<file path="config.mk">
export PLATFORM = sky130hd
export DESIGN_NAME = dht11_poll_scheduler_flat
export DESIGN_NICKNAME = d
export VERILOG_FILES = /design/src/rtl/dht11_poll_scheduler_if.sv /design/src/rtl/dht11_poll_scheduler.sv /design/src/flat_wrapper.sv
export SDC_FILE = /design/constraint.sdc
export NUM_CORES = 1
export LEC_CHECK = 0
export CAP_MARGIN = 20
export CORE_ASPECT_RATIO = 0.6
export CORE_UTILIZATION = 58
export CTS_CLUSTER_SIZE = 14
export DETAILED_ROUTE_END_ITERATION = 10
export GPL_TIMING_DRIVEN = 0
export MAX_ROUTING_LAYER = met4
export PLACE_DENSITY_LB_ADDON = 0.3
export SLEW_MARGIN = 20
export SYNTH_ARGS = -nofsm -noshare
export SYNTH_HDL_FRONTEND = slang
export SYNTH_SLANG_ARGS = --single-unit
</file>
<file path="constraint.sdc">
create_clock -name clk -period 3.3 [get_ports clk]
set_clock_uncertainty 0.15 [all_clocks]
set_input_delay 0.66 -clock clk [delete_from_list [all_inputs] [get_ports clk]]
set_output_delay 0.66 -clock clk [all_outputs]
set_load 0.005 [all_outputs]
</file>
<file path="src/rtl/dht11_poll_scheduler_if.sv">
// rtl/dht11_poll_scheduler_if.sv - handshake between the poll scheduler and the dht11 reader
interface dht11_poll_scheduler_if;
    logic       rd_en;
    logic [7:0] rd_humidity;
    logic [7:0] rd_temperature;
    logic       rd_data_ready;

    modport master (
        output rd_en,
        input  rd_humidity,
        input  rd_temperature,
        input  rd_data_ready
    );

    modport slave (
        input  rd_en,
        output rd_humidity,
        output rd_temperature,
        output rd_data_ready
    );
endinterface

</file>
<file path="src/rtl/dht11_poll_scheduler.sv">
// rtl/dht11_poll_scheduler.sv - DHT11 poll/retry scheduler with held sample and hysteretic alarms
module dht11_poll_scheduler #(
    parameter int unsigned POLL_PERIOD_CYC = 200_000_000,
    parameter int unsigned TIMEOUT_CYC     = 3_000_000,
    parameter int unsigned RETRY_GAP_CYC   = 100_000_000,
    parameter int unsigned MAX_RETRY       = 3,
    parameter int unsigned TEMP_HI         = 8,
    parameter int unsigned TEMP_LO         = 2,
    parameter int unsigned HYST            = 1
) (
    input  logic                          clk,
    input  logic                          rst_n,
    input  logic                          enable_i,
    input  logic                          force_poll_i,
    dht11_poll_scheduler_if.master        rd,
    output logic [7:0]                    humidity_o,
    output logic [7:0]                    temperature_o,
    output logic                          sample_valid_o,
    output logic                          fault_o,
    output logic                          alarm_hi_o,
    output logic                          alarm_lo_o,
    output logic [15:0]                   sample_count_o,
    output logic [7:0]                    err_count_o
);

    typedef enum logic [1:0] {
        S_IDLE    = 2'd0,
        S_ACQUIRE = 2'd1,
        S_GAP     = 2'd2,
        S_WAIT    = 2'd3
    } state_t;

    localparam logic [31:0] TIMEOUT_LAST = 32'(TIMEOUT_CYC - 1);
    localparam logic [31:0] GAP_LAST     = 32'(RETRY_GAP_CYC - 1);
    localparam logic [31:0] POLL_LAST    = 32'(POLL_PERIOD_CYC - 1);
    localparam logic [31:0] RETRY_LIMIT  = 32'(MAX_RETRY);

    // Thresholds widened to 9 bits so TEMP_LO+HYST cannot wrap; clear-high floors at 0.
    localparam logic [8:0] HI_SET = 9'(TEMP_HI);
    localparam logic [8:0] HI_CLR = (TEMP_HI >= HYST) ? 9'(TEMP_HI - HYST) : 9'd0;
    localparam logic [8:0] LO_SET = 9'(TEMP_LO);
    localparam logic [8:0] LO_CLR = 9'(TEMP_LO + HYST);

    state_t      state_q, state_d;
    logic [31:0] timer_q, timer_d;
    logic [7:0]  retry_q, retry_d;
    logic        rd_en_q;
    logic [7:0]  hum_q, hum_d;
    logic [7:0]  temp_q, temp_d;
    logic        sv_q, sv_d;
    logic        fault_q, fault_d;
    logic        hi_q, hi_d;
    logic        lo_q, lo_d;
    logic [15:0] scnt_q, scnt_d;
    logic [7:0]  ecnt_q, ecnt_d;
    logic [8:0]  t9;

    always_comb begin
        state_d = state_q;
        timer_d = timer_q + 32'd1;
        retry_d = retry_q;
        hum_d   = hum_q;
        temp_d  = temp_q;
        sv_d    = 1'b0;
        fault_d = fault_q;
        hi_d    = hi_q;
        lo_d    = lo_q;
        scnt_d  = scnt_q;
        ecnt_d  = ecnt_q;
        t9      = {1'b0, rd.rd_temperature};

        if (!enable_i) begin
            state_d = S_IDLE;
            retry_d = '0;
        end else begin
            case (state_q)
                S_IDLE: state_d = S_ACQUIRE;
                S_ACQUIRE: begin
                    // A good sample on the timeout cycle takes priority over the error path.
                    if (rd.rd_data_ready) begin
                        hum_d   = rd.rd_humidity;
                        temp_d  = rd.rd_temperature;
                        sv_d    = 1'b1;
                        scnt_d  = scnt_q + 16'd1;
                        fault_d = 1'b0;
                        retry_d = '0;
                        if (t9 > HI_SET)       hi_d = 1'b1;
                        else if (t9 <= HI_CLR) hi_d = 1'b0;
                        if (t9 < LO_SET)       lo_d = 1'b1;
                        else if (t9 >= LO_CLR) lo_d = 1'b0;
                        state_d = S_WAIT;
                    end else if (timer_q == TIMEOUT_LAST) begin
                        if (ecnt_q != 8'hFF) ecnt_d = ecnt_q + 8'd1;
                        if ((32'(retry_q) + 32'd1) == RETRY_LIMIT) begin
                            fault_d = 1'b1;
                            retry_d = '0;
                            state_d = S_WAIT;
                        end else begin
                            retry_d = retry_q + 8'd1;
                            state_d = S_GAP;
                        end
                    end
                end
                S_GAP: if (timer_q == GAP_LAST) state_d = S_ACQUIRE;
                S_WAIT: if (timer_q == POLL_LAST || force_poll_i) state_d = S_ACQUIRE;
                default: state_d = S_IDLE;
            endcase
        end

        if (state_d != state_q || state_d == S_IDLE) timer_d = '0;
    end

    always_ff @(posedge clk or negedge rst_n) begin
        if (!rst_n) begin
            state_q <= S_IDLE;
            timer_q <= '0;
            retry_q <= '0;
            rd_en_q <= 1'b0;
            hum_q   <= '0;
            temp_q  <= '0;
            sv_q    <= 1'b0;
            fault_q <= 1'b0;
            hi_q    <= 1'b0;
            lo_q    <= 1'b0;
            scnt_q  <= '0;
            ecnt_q  <= '0;
        end else begin
            state_q <= state_d;
            timer_q <= timer_d;
            retry_q <= retry_d;
            rd_en_q <= (state_d == S_ACQUIRE);
            hum_q   <= hum_d;
            temp_q  <= temp_d;
            sv_q    <= sv_d;
            fault_q <= fault_d;
            hi_q    <= hi_d;
            lo_q    <= lo_d;
            scnt_q  <= scnt_d;
            ecnt_q  <= ecnt_d;
        end
    end

    assign rd.rd_en         = rd_en_q;
    assign humidity_o       = hum_q;
    assign temperature_o    = temp_q;
    assign sample_valid_o   = sv_q;
    assign fault_o          = fault_q;
    assign alarm_hi_o       = hi_q;
    assign alarm_lo_o       = lo_q;
    assign sample_count_o   = scnt_q;
    assign err_count_o      = ecnt_q;

endmodule

</file>
<file path="src/flat_wrapper.sv">
// flat-port wrapper written by rule: the top's interface ports become plain ports
module dht11_poll_scheduler_flat 
#(
    parameter int unsigned POLL_PERIOD_CYC = 200_000_000,
    parameter int unsigned TIMEOUT_CYC     = 3_000_000,
    parameter int unsigned RETRY_GAP_CYC   = 100_000_000,
    parameter int unsigned MAX_RETRY       = 3,
    parameter int unsigned TEMP_HI         = 8,
    parameter int unsigned TEMP_LO         = 2,
    parameter int unsigned HYST            = 1
)
  (clk, rst_n, enable_i, force_poll_i, humidity_o, temperature_o, sample_valid_o, fault_o, alarm_hi_o, alarm_lo_o, sample_count_o, err_count_o, rd_rd_en, rd_rd_humidity, rd_rd_temperature, rd_rd_data_ready);
  dht11_poll_scheduler_if rd_i ();
  input  logic clk;
  input  logic rst_n;
  input  logic enable_i;
  input  logic force_poll_i;
  output logic [7:0] humidity_o;
  output logic [7:0] temperature_o;
  output logic sample_valid_o;
  output logic fault_o;
  output logic alarm_hi_o;
  output logic alarm_lo_o;
  output logic [15:0] sample_count_o;
  output logic [7:0] err_count_o;
  output wire logic [$bits(rd_i.rd_en)-1:0] rd_rd_en;
  input wire logic [$bits(rd_i.rd_humidity)-1:0] rd_rd_humidity;
  input wire logic [$bits(rd_i.rd_temperature)-1:0] rd_rd_temperature;
  input wire logic [$bits(rd_i.rd_data_ready)-1:0] rd_rd_data_ready;
  assign rd_rd_en = rd_i.rd_en;
  assign rd_i.rd_humidity = rd_rd_humidity;
  assign rd_i.rd_temperature = rd_rd_temperature;
  assign rd_i.rd_data_ready = rd_rd_data_ready;
  dht11_poll_scheduler #(.POLL_PERIOD_CYC(POLL_PERIOD_CYC), .TIMEOUT_CYC(TIMEOUT_CYC), .RETRY_GAP_CYC(RETRY_GAP_CYC), .MAX_RETRY(MAX_RETRY), .TEMP_HI(TEMP_HI), .TEMP_LO(TEMP_LO), .HYST(HYST)) u_core (.clk(clk), .rst_n(rst_n), .enable_i(enable_i), .force_poll_i(force_poll_i), .rd(rd_i), .humidity_o(humidity_o), .temperature_o(temperature_o), .sample_valid_o(sample_valid_o), .fault_o(fault_o), .alarm_hi_o(alarm_hi_o), .alarm_lo_o(alarm_lo_o), .sample_count_o(sample_count_o), .err_count_o(err_count_o));
endmodule
</file>
==> impl_metrics.ini, run 1 <==
[status]
outcome = complete, no violations

[timing]
hold_ws_ns = 0.1562
rsz0062_at_grt = no
max_slew_margin_pct = 48.29
worst_pin_slew_ns = 0.7685
finalMaxSlewViolations = 0
period_needed_ns = 3.036
min_period_over_period_pct = 92.01
finalHoldViolations = 0
setup_viol_count_final = 0
fmax_mhz = 329.4

[synthesis]
synthSimpleGateAreaFrac_pct = 29.43
synthXorXnorAreaFrac_pct = 10.66
async_reset_ff_share_pct = 100.0
synth.top_cells.by_area = dfrtp_1, xor2_1, nand2_1
synth_seq_cells = 87
synthMuxAreaShare_pct = 0.5172
synthAdderAreaFrac_pct = 1.437
yosysTopAreaCell = dfrtp_1
seq_area_frac_synth_pct = 50.00
synth_area_sq_um = 4354
avgSynthCellArea_sq_um = 9.829
synth_compound_area_share_pct = 5.374
synthCells = 443
synth_edf_count = 0
synth_top_area_share_pct = 50.00
synthesis.nets = 469
synth_top_family_by_area = simple AND/OR/NAND/NOR gates
ys.flop_type = dfrtp_1
yosys_warnings = 0
synth.distinct_cells = 52

[power_and_ir_drop]
p_sw_mw = 0.6140
clkPwrFrac_pct = 39.6
pwr-share-seq_pct = 46.9
power_mw = 2.584
switching_share_pct = 23.77
p_leak_nw = 2.417
p_comb_share_pct = 13.4
max-vdd-ir-drop_v = 0.0003466
internal_power_mw = 1.970
p_per_area_nw_per_um2 = 473.3

[global_route]
grt_first_pass_wirelength_microns = 18330
grt_pass1_vias = 3657
grt_max_degree = 48
antenna_found_initial = 0
grtUsageTotal_pct = 31.25
grt_overflow = 0

[setup_path]
crit_type = primary input to flip-flop
r2r-start = u_core.timer_q[8]
critPathMaxFanout = 6
required_ns = 3.37
r2r_end = u_core.timer_q[5]
r2r_cells = 6
r2r_setup_slack_ns = 0.47
startpoint_type = primary input
critPathCaptureType = flip-flop
worstPathArrival_ns = 3.11

[placement]
io_buffers = 65
dpl.hpwl_microns = 7727
place_congestion = 0.9743

[layout]
final_cell_mix = dfrtp_1, nand2_1, clkdlybuf4s50_1
syn2layout_area_growth_pct = 25.37
finalCoreUtilization_pct = 75.12
layout_commonest_cell = dfrtp_1
antenna_cells = 0
layout-drive-gt1-share_pct = 7.061
nets = 546
multi_input_area_sq_um = 2064
ff_latch_area_sq_um = 2177
fill_cells = 529

[detailed_routing]
ant_nets = 0
drt-total-wl_microns = 10750
first_pass_iters = 5
vias_per_cell = 5.932
drc = 0
drt_iter0_markers = 276
vias = 3725
wl_per_cell_microns = 17.12

[cts]
clk_latency_ns = 0.34
clk_path_buf_depth = 2
h-tree-depth = 3
cts_tree = done
cts_setup_buffers = 0
cts-root-buf = clkbuf_16
clkTransAtPathRegs_ns = 0.06
ctsHoldBuffers = 0
cts.repair.resized = 0
numCtsBuffers = 9
clkSinkCount = 87

[die]
io_pins = 66
chipWidth_microns = 113.9
die_area_sq_um = 7869
num_rows = 24
core_sq_um = 7267
start_util_pct = 59.92
fp.dieH_microns = 69.12

[worst_hold_path]
hp-class = primary input to async pin

[flow_run]
drv_cap = 0
critical path: stages:
cell,delay (ns)
clkdlybuf4s50_1,0.56
nor2b_1,0.27
nand3_1,0.21
inv_1,0.20
nand4_1,0.26
nor3_1,0.57
nand3_1,0.20
xnor2_1,0.18
state kept, by name, summed over array words and instances (netlist names):
register,cells
u_core.alarm_lo_o,1
u_core.fault_o,1
u_core.sample_count_o,16
u_core.rd.rd_en,1
u_core.timer_q,32
u_core.retry_q,8
u_core.sample_valid_o,1
u_core.state_q,2
u_core.alarm_hi_o,1
u_core.temperature_o,8
u_core.humidity_o,8
u_core.err_count_o,8
power by group through the flow:
stage,Sequential [mW],Combinational [mW],Clock (mW)
finish,1.21,0.347,1.02
global placement,1.23,0.335,0
global route,1.22,0.381,1.07
CTS,1.21,0.350,1.03
floorplan,1.23,0.108,0
detailed placement,1.23,0.348,0
cells in the mapped netlist (4+ instances only):
master / instances
inv_1: 8
dfrtp_1: 87
nor3b_1: 4
nand2_1: 74
xor2_1: 36
nand2b_1: 5
a21oi_1: 10
nand3_1: 28
clkbuf_1: 9
nor4_1: 7
xnor2_1: 17
a21o_1: 6
and3_1: 11
buf_2: 6
nor2_1: 18
nor3_1: 39
ha_1: 5
nand4_1: 21
how the worst max path moves through the flow:
| stage | start | slack, ns | to | depth (start not counted) |
|---|---|---|---|---|
| 6_report | rd_rd_data_ready | 0.26 | u_core.sample_count_o[15] | 8 |
| 5_1_grt | rd_rd_data_ready | 0.09 | u_core.sample_count_o[15] | 8 |
| 4_1_cts | rd_rd_data_ready | 0.32 | u_core.sample_count_o[15] | 8 |
| 3_5_place_dp | rd_rd_data_ready | 0.009 | u_core.sample_count_o[15] | 8 |
| 3_3_place_gp | rst_n | -1.66 | u_core.timer_q[28] | 1 |
| 2_1_floorplan | u_core.timer_q[17] | 1.05 | u_core.err_count_o[1] | 5 |
final cells by class:
class                      count  share of cell area [%]
sequential                    87                   39.88
multi-input combinational    330                   37.82
timing repair buffer          66                   12.38
clock buffer                  13                   4.767
tap                          104                   2.384
buffer                        18                   1.513
clock inverter                 2                  0.7105
inverter                       8                  0.5501
through the flow:
| stage | std cells | setup WS, ns | instance area [sq um] | setup TNS [ns] |
|---|---|---|---|---|
| 6_report | 628 | 0.2638 | 5459 | 0 |
| 5_1_grt | 628 | 0.08621 | 5459 | 0 |
| 4_1_cts | 628 | 0.3189 | 5459 | 0 |
| 3_5_place_dp | 613 | 0.009053 | 5160 | 0 |
| 3_3_place_gp | 612 | -1.665 | 5135 | -144.25 |
| 2_1_floorplan | 443 | 1.053 | 4354 | 0 |
routing by layer:
layer	global-route usage (%)	vias to the layer above	part of all wire (%)
li1	-	1723	-
met1	42.60	1852	48
met2	46.07	135	45
met3	8.883	15	5.7
met4	8.658	0	1.2
met5	-	-	0
logic make-up after synthesis:
| family | Yosys count |
|---|---|
| simple gates | 236 |
| xor+xnor | 53 |
| fa+ha+maj | 5 |
| mux | 2 |
| compound gates | 34 |
| flops | 87 |
| buf+inv | 26 |
Power figures use the tool's default switching activity.
==> inputs of run 2 (changes only) <==
- CORE_UTILIZATION: 58 -> 45
==> run 2 against run 1 <==
  * Register-to-register slack improved by 0.10 ns
  * Non-clock buffer count did not move
  * Worst hold slack got worse by 0.024 ns
  * First-iteration DRC count fell by 26%
  * Worst setup slack improved by 0.19 ns
  * Die area rose by 28%
  * Sequential power barely moved
  * Global-route usage fell by 8.2 points
  * Sequential share of layout area fell by 0.11 points
  * Largest cell class unchanged
  * Largest power group unchanged
==> impl_metrics.ini, run 2 (synthesis results as in run 1) <==
[global_route]
antenna_found_initial = 0
grtUsageTotal_pct = 23.07
grt_first_pass_wirelength_microns = 17450
grt_max_degree = 53
grt_pass1_vias = 3500
grt_overflow = 0

[placement]
place_congestion = 0.9165
dpl.hpwl_microns = 7486
dp_cells = 639
io_buffers = 65

[setup_path]
critPathCaptureType = flip-flop
cp.buffers_inverters = 2
crit_type = primary input to flip-flop
r2r_setup_slack_ns = 0.57
critical-path-max-stage-delay_ns = 0.55
timing.critical_path.mode_cell = nand3_1
required_ns = 3.38
crit_path_start = rd_rd_data_ready
worstPathArrival_ns = 2.92
r2r_end = u_core.timer_q[10]
r2r_cells = 6
critPathMaxFanout = 6
slowest_stage = clkdlybuf4s50_1
path_cells = clkdlybuf4s50_1, nor2b_1, nand3_1, inv_1, nand4_1, nor3_1, nand3_1, xnor2_1
startpoint_type = primary input
cpLargestDelayFamily = simple AND/OR/NAND/NOR gates
r2r-start = u_core.timer_q[8]

[cts]
h-tree-depth = 3
clkTransAtPathRegs_ns = 0.07
clkSinkCount = 87
cts_tree = done
ctsHoldBuffers = 0
cts-root-buf = clkbuf_16
clk_latency_ns = 0.34
clk_path_buf_depth = 2
cts_setup_buffers = 0
numCtsBuffers = 9
cts.repair.resized = 0

[die]
die_area_sq_um = 10090
io_pins = 66
fp.dieH_microns = 78.20
chipWidth_microns = 129.0
start_util_pct = 46.87
num_rows = 27
core_sq_um = 9290

[detailed_routing]
drt_iter0_markers = 205
drc = 0
vias = 3568
ant_nets = 0
drt-total-wl_microns = 10310
wl_per_cell_microns = 15.74
first_pass_iters = 4
vias_per_cell = 5.447

[timing]
finalHoldViolations = 0
max_slew_margin_pct = 49.20
min_period_over_period_pct = 86.10
rsz0062_at_grt = no
fmax_mhz = 351.9
period_needed_ns = 2.841
finalMaxSlewViolations = 0
worst_pin_slew_ns = 0.7550
setup_viol_count_final = 0

[power_and_ir_drop]
p_comb_share_pct = 13.9
clkPwrFrac_pct = 38.2
internal_power_mw = 1.861
power_mw = 2.526
switching_share_pct = 26.34
p_per_area_nw_per_um2 = 461.4
pwr-share-seq_pct = 47.9
p_leak_nw = 2.407
p_sw_mw = 0.6654
max-vdd-ir-drop_v = 0.0002906

[layout]
largest_register_ffs = 32
layout_commonest_cell = dfrtp_1
syn2layout_area_growth_pct = 25.72
fill_cells = 774
final_cell_mix = dfrtp_1, nand2_1, clkdlybuf4s50_1
final_cells = 655
layout-drive-gt1-share_pct = 7.619
ff_latch_area_sq_um = 2177
largest-register = u_core.timer_q
multi_input_area_sq_um = 2064
nets = 546
antenna_cells = 0

[flow_run]
drv_cap = 0

[status]
outcome = complete, no violations

[worst_hold_path]
hp-class = primary input to async pin
-- run 2: changes by cell type in the layout (fill, tap and decap cells not counted), sizes merged --
cell / delta
bufinv: -1
clkbuf: -4
clkinv: +4
clkinvlp: +1
inv: +1
-- run 2: how the worst max path moves through the flow --
| stage | end | cells past startpoint | slack, ns |
|---|---|---|---|
| 2_1_floorplan | u_core.err_count_o[1] | 5 | 1.05 |
| 3_3_place_gp | u_core.sample_count_o[5] | 1 | -1.74 |
| 3_5_place_dp | u_core.sample_count_o[15] | 8 | 0.14 |
| 4_1_cts | u_core.sample_count_o[15] | 8 | 0.48 |
| 5_1_grt | u_core.sample_count_o[15] | 8 | 0.31 |
| 6_report | u_core.sample_count_o[15] | 8 | 0.46 |
-- run 2: layout make-up --
class                           instances  share of cell area, %
Buffer                                 18                  1.509
Clock buffer                            9                  4.114
Clock inverter                          7                  1.029
Inverter                                8                 0.5486
Multi-Input combinational cell        330                  37.71
Sequential cell                        87                  39.77
Tap cell                              130                  2.971
Timing Repair Buffer                   66                  12.34
-- run 2: stage by stage --
stage	utilization (%)	worst slack (ns)	instance area, sq um	TNS, ns	hold WS [ns]
after floorplan	-	1.053	4354	0	0.2144
after global routing	58.92	0.3104	5474	0	0.1633
after detailed placement	55.89	0.1356	5192	0	0.3116
after global placement	55.62	-1.738	5167	-150.46	0.3075
final	58.92	0.4586	5474	0	0.1327
after CTS	58.92	0.4807	5474	0	0.1490
-- run 2: power groups by stage --
stage / clock network [mW] / logic [mW] / registers (mW)
2_1_floorplan: 0 / 0.108 / 1.23
3_3_place_gp: 0 / 0.342 / 1.22
3_5_place_dp: 0 / 0.355 / 1.23
4_1_cts: 0.985 / 0.355 / 1.21
5_1_grt: 1.03 / 0.387 / 1.22
6_report: 0.966 / 0.351 / 1.21
-- run 2: worst register-to-register path: stages (launching register included) --
cell     delay [ns]
dfrtp_1        0.45
nand3_1        0.34
nor3b_1        0.63
a41oi_1        0.26
nor2_1         0.37
buf_2          0.32
nor3_1         0.09
-- run 2: routing by layer --
metal | track usage [%] | routed length, microns | up-vias
met5 | - | 0 | -
met4 | 5.529 | 54 | 0
met2 | 32.54 | 4476 | 103
met3 | 7.839 | 743 | 9
met1 | 31.79 | 5037 | 1737
li1 | - | - | 1719
==> inputs of run 3 (changes only) <==
- CORE_MARGIN: not set -> 2
- clock period: 3.3 -> 3.4 ns (I/O delays scaled with it)
==> run 3 against run 2 <==
  * Flip-flop and latch count did not move
  * Final area grew 1.6%
  * Sequential power about the same
  * Final cell count stayed put
  * Worst hold slack improved by 0.056 ns
  * Clock power increased by 25%
  * Global-route usage shrank 0.54 points
  * Combinational power is 4% lower
  * Register-to-register slack lost 0.04 ns
  * Routed wire length grew 1.9%
  * Sequential share of layout area is 0.64 points lower
  * First-iteration DRC count increased by 17%
==> impl_metrics.ini, run 3 (synthesis results as in run 1) <==
[status]
outcome = complete, no violations

[placement]
io_buffers = 65
place_congestion = 0.8968
place_ws_ns = 0.1398
dp_cells = 639
placed_cell_area_sq_um = 5192
dpl.hpwl_microns = 7530

[power_and_ir_drop]
p_per_area_nw_per_um2 = 490.4
p_leak_nw = 2.451
power_mw = 2.729
max-vdd-ir-drop_v = 0.0002667

[timing]
finalWorstSetupSlack_ns = 0.4754
fmax_mhz = 341.9
finalMaxSlewViolations = 0
rsz0062_at_grt = no
max_slew_margin_pct = 51.23
worst_pin_slew_ns = 0.7249
period_needed_ns = 2.925
finalHoldViolations = 0
setup_viol_count_final = 0
min_period_over_period_pct = 86.02

[layout]
antenna_cells = 0
largest_register_ffs = 32
syn2layout_area_growth_pct = 27.79
fin_area_sq_um = 5564
layout-drive-gt1-share_pct = 7.429
final_cells = 655
largest-register = u_core.timer_q
nets = 546
final_cell_mix = dfrtp_1, nand2_1, clkdlybuf4s50_1
fill_cells = 755
layout_commonest_cell = dfrtp_1
finalCoreUtilization_pct = 59.89

[cts]
cts_setup_buffers = 0
ctsHoldBuffers = 0
cts_tree = done
h-tree-depth = 3
cts.repair.resized = 0
numCtsBuffers = 9
clk_path_buf_depth = 2
clkTransAtPathRegs_ns = 0.06
clkSinkCount = 87
cts-root-buf = clkbuf_16
clk_latency_ns = 0.34

[setup_path]
cp.buffers_inverters = 2
r2r_cells = 6
slowest_stage = clkdlybuf4s50_1
cpLargestDelayFamily = simple AND/OR/NAND/NOR gates
crit_type = primary input to flip-flop
required_ns = 3.47
path_cells = clkdlybuf4s50_1, nor2b_1, nand3_1, inv_1, nand4_1, nor3_1, nand3_1, xnor2_1
critical-path-max-stage-delay_ns = 0.60
worstPathArrival_ns = 3.00
critPathMaxFanout = 6
r2r-start = u_core.timer_q[8]
crit_path_start = rd_rd_data_ready
critPathCaptureType = flip-flop
startpoint_type = primary input
timing.critical_path.mode_cell = nand3_1
crit_cells = 8

[global_route]
grtUsageTotal_pct = 22.53
grt_pass1_vias = 3632
grt_overflow = 0
antenna_found_initial = 0
grt_max_degree = 47
grt_first_pass_wirelength_microns = 17750

[die]
start_util_pct = 46.87
die_area_sq_um = 10500
fp.dieH_microns = 80.20
io_pins = 66
chipWidth_microns = 131.0
core_sq_um = 9290
num_rows = 27

[worst_hold_path]
hp-class = primary input to async pin

[detailed_routing]
wl_per_cell_microns = 16.04
drt_iter0_markers = 239
vias_per_cell = 5.609
vias = 3674
drc = 0
drt-total-wl_microns = 10510
first_pass_iters = 4
ant_nets = 0

[flow_run]
drv_cap = 0
## run 3: changes by cell type in the layout (fill, tap and decap cells not counted), sizes merged
cell / before / now
inv: 10 / 8
bufinv: 0 / 4
clkbuf: 18 / 20
clkinv: 4 / 1
clkinvlp: 1 / 0
## run 3: worst paths after layout
kind | to | slack, ns
worst max-delay path | u_core.sample_count_o[15] | 0.48
worst min-delay path | u_core.temperature_o[7] | 0.19
worst max register to register | u_core.timer_q[3] | 0.53
worst min register to register | u_core.humidity_o[1] | 0.33
max in group asynchronous | u_core.retry_q[6] | 2.28
min in group clk | u_core.humidity_o[1] | 0.33
## run 3: metrics by stage
step / hold WS (ns) / setup TNS, ns
after floorplan: 0.2344 / 0
after global placement: 0.3077 / -147.60
after detailed placement: 0.3131 / 0
after CTS: 0.2005 / 0
after global routing: 0.2188 / 0
final: 0.1887 / 0
## run 3: area by class of cell
cell class	count	area, sq um	share of cell area [%]
Tap cell	130	162.7	2.923
Buffer	18	82.58	1.484
Clock buffer	11	242.7	4.362
Sequential cell	87	2177	39.13
Multi-Input combinational cell	330	2064	37.10
Clock inverter	5	128.9	2.316
Inverter	8	30.03	0.5397
Timing Repair Buffer	66	675.6	12.14
## run 3: routing by layer
layer	track usage, %	part of all wire [%]
met5	-	0
met4	7.128	1.5
met3	7.662	8.0
met2	31.24	44
met1	31.07	46
## run 3: report_power, final
part           internal (mW)  switching (mW)  leakage [nW]  total, mW
clock                  0.814           0.399         0.180       1.21
sequential              1.11          0.0668          1.18       1.18
combinational          0.192           0.146          1.09      0.338
total                   2.12           0.612          2.45       2.73
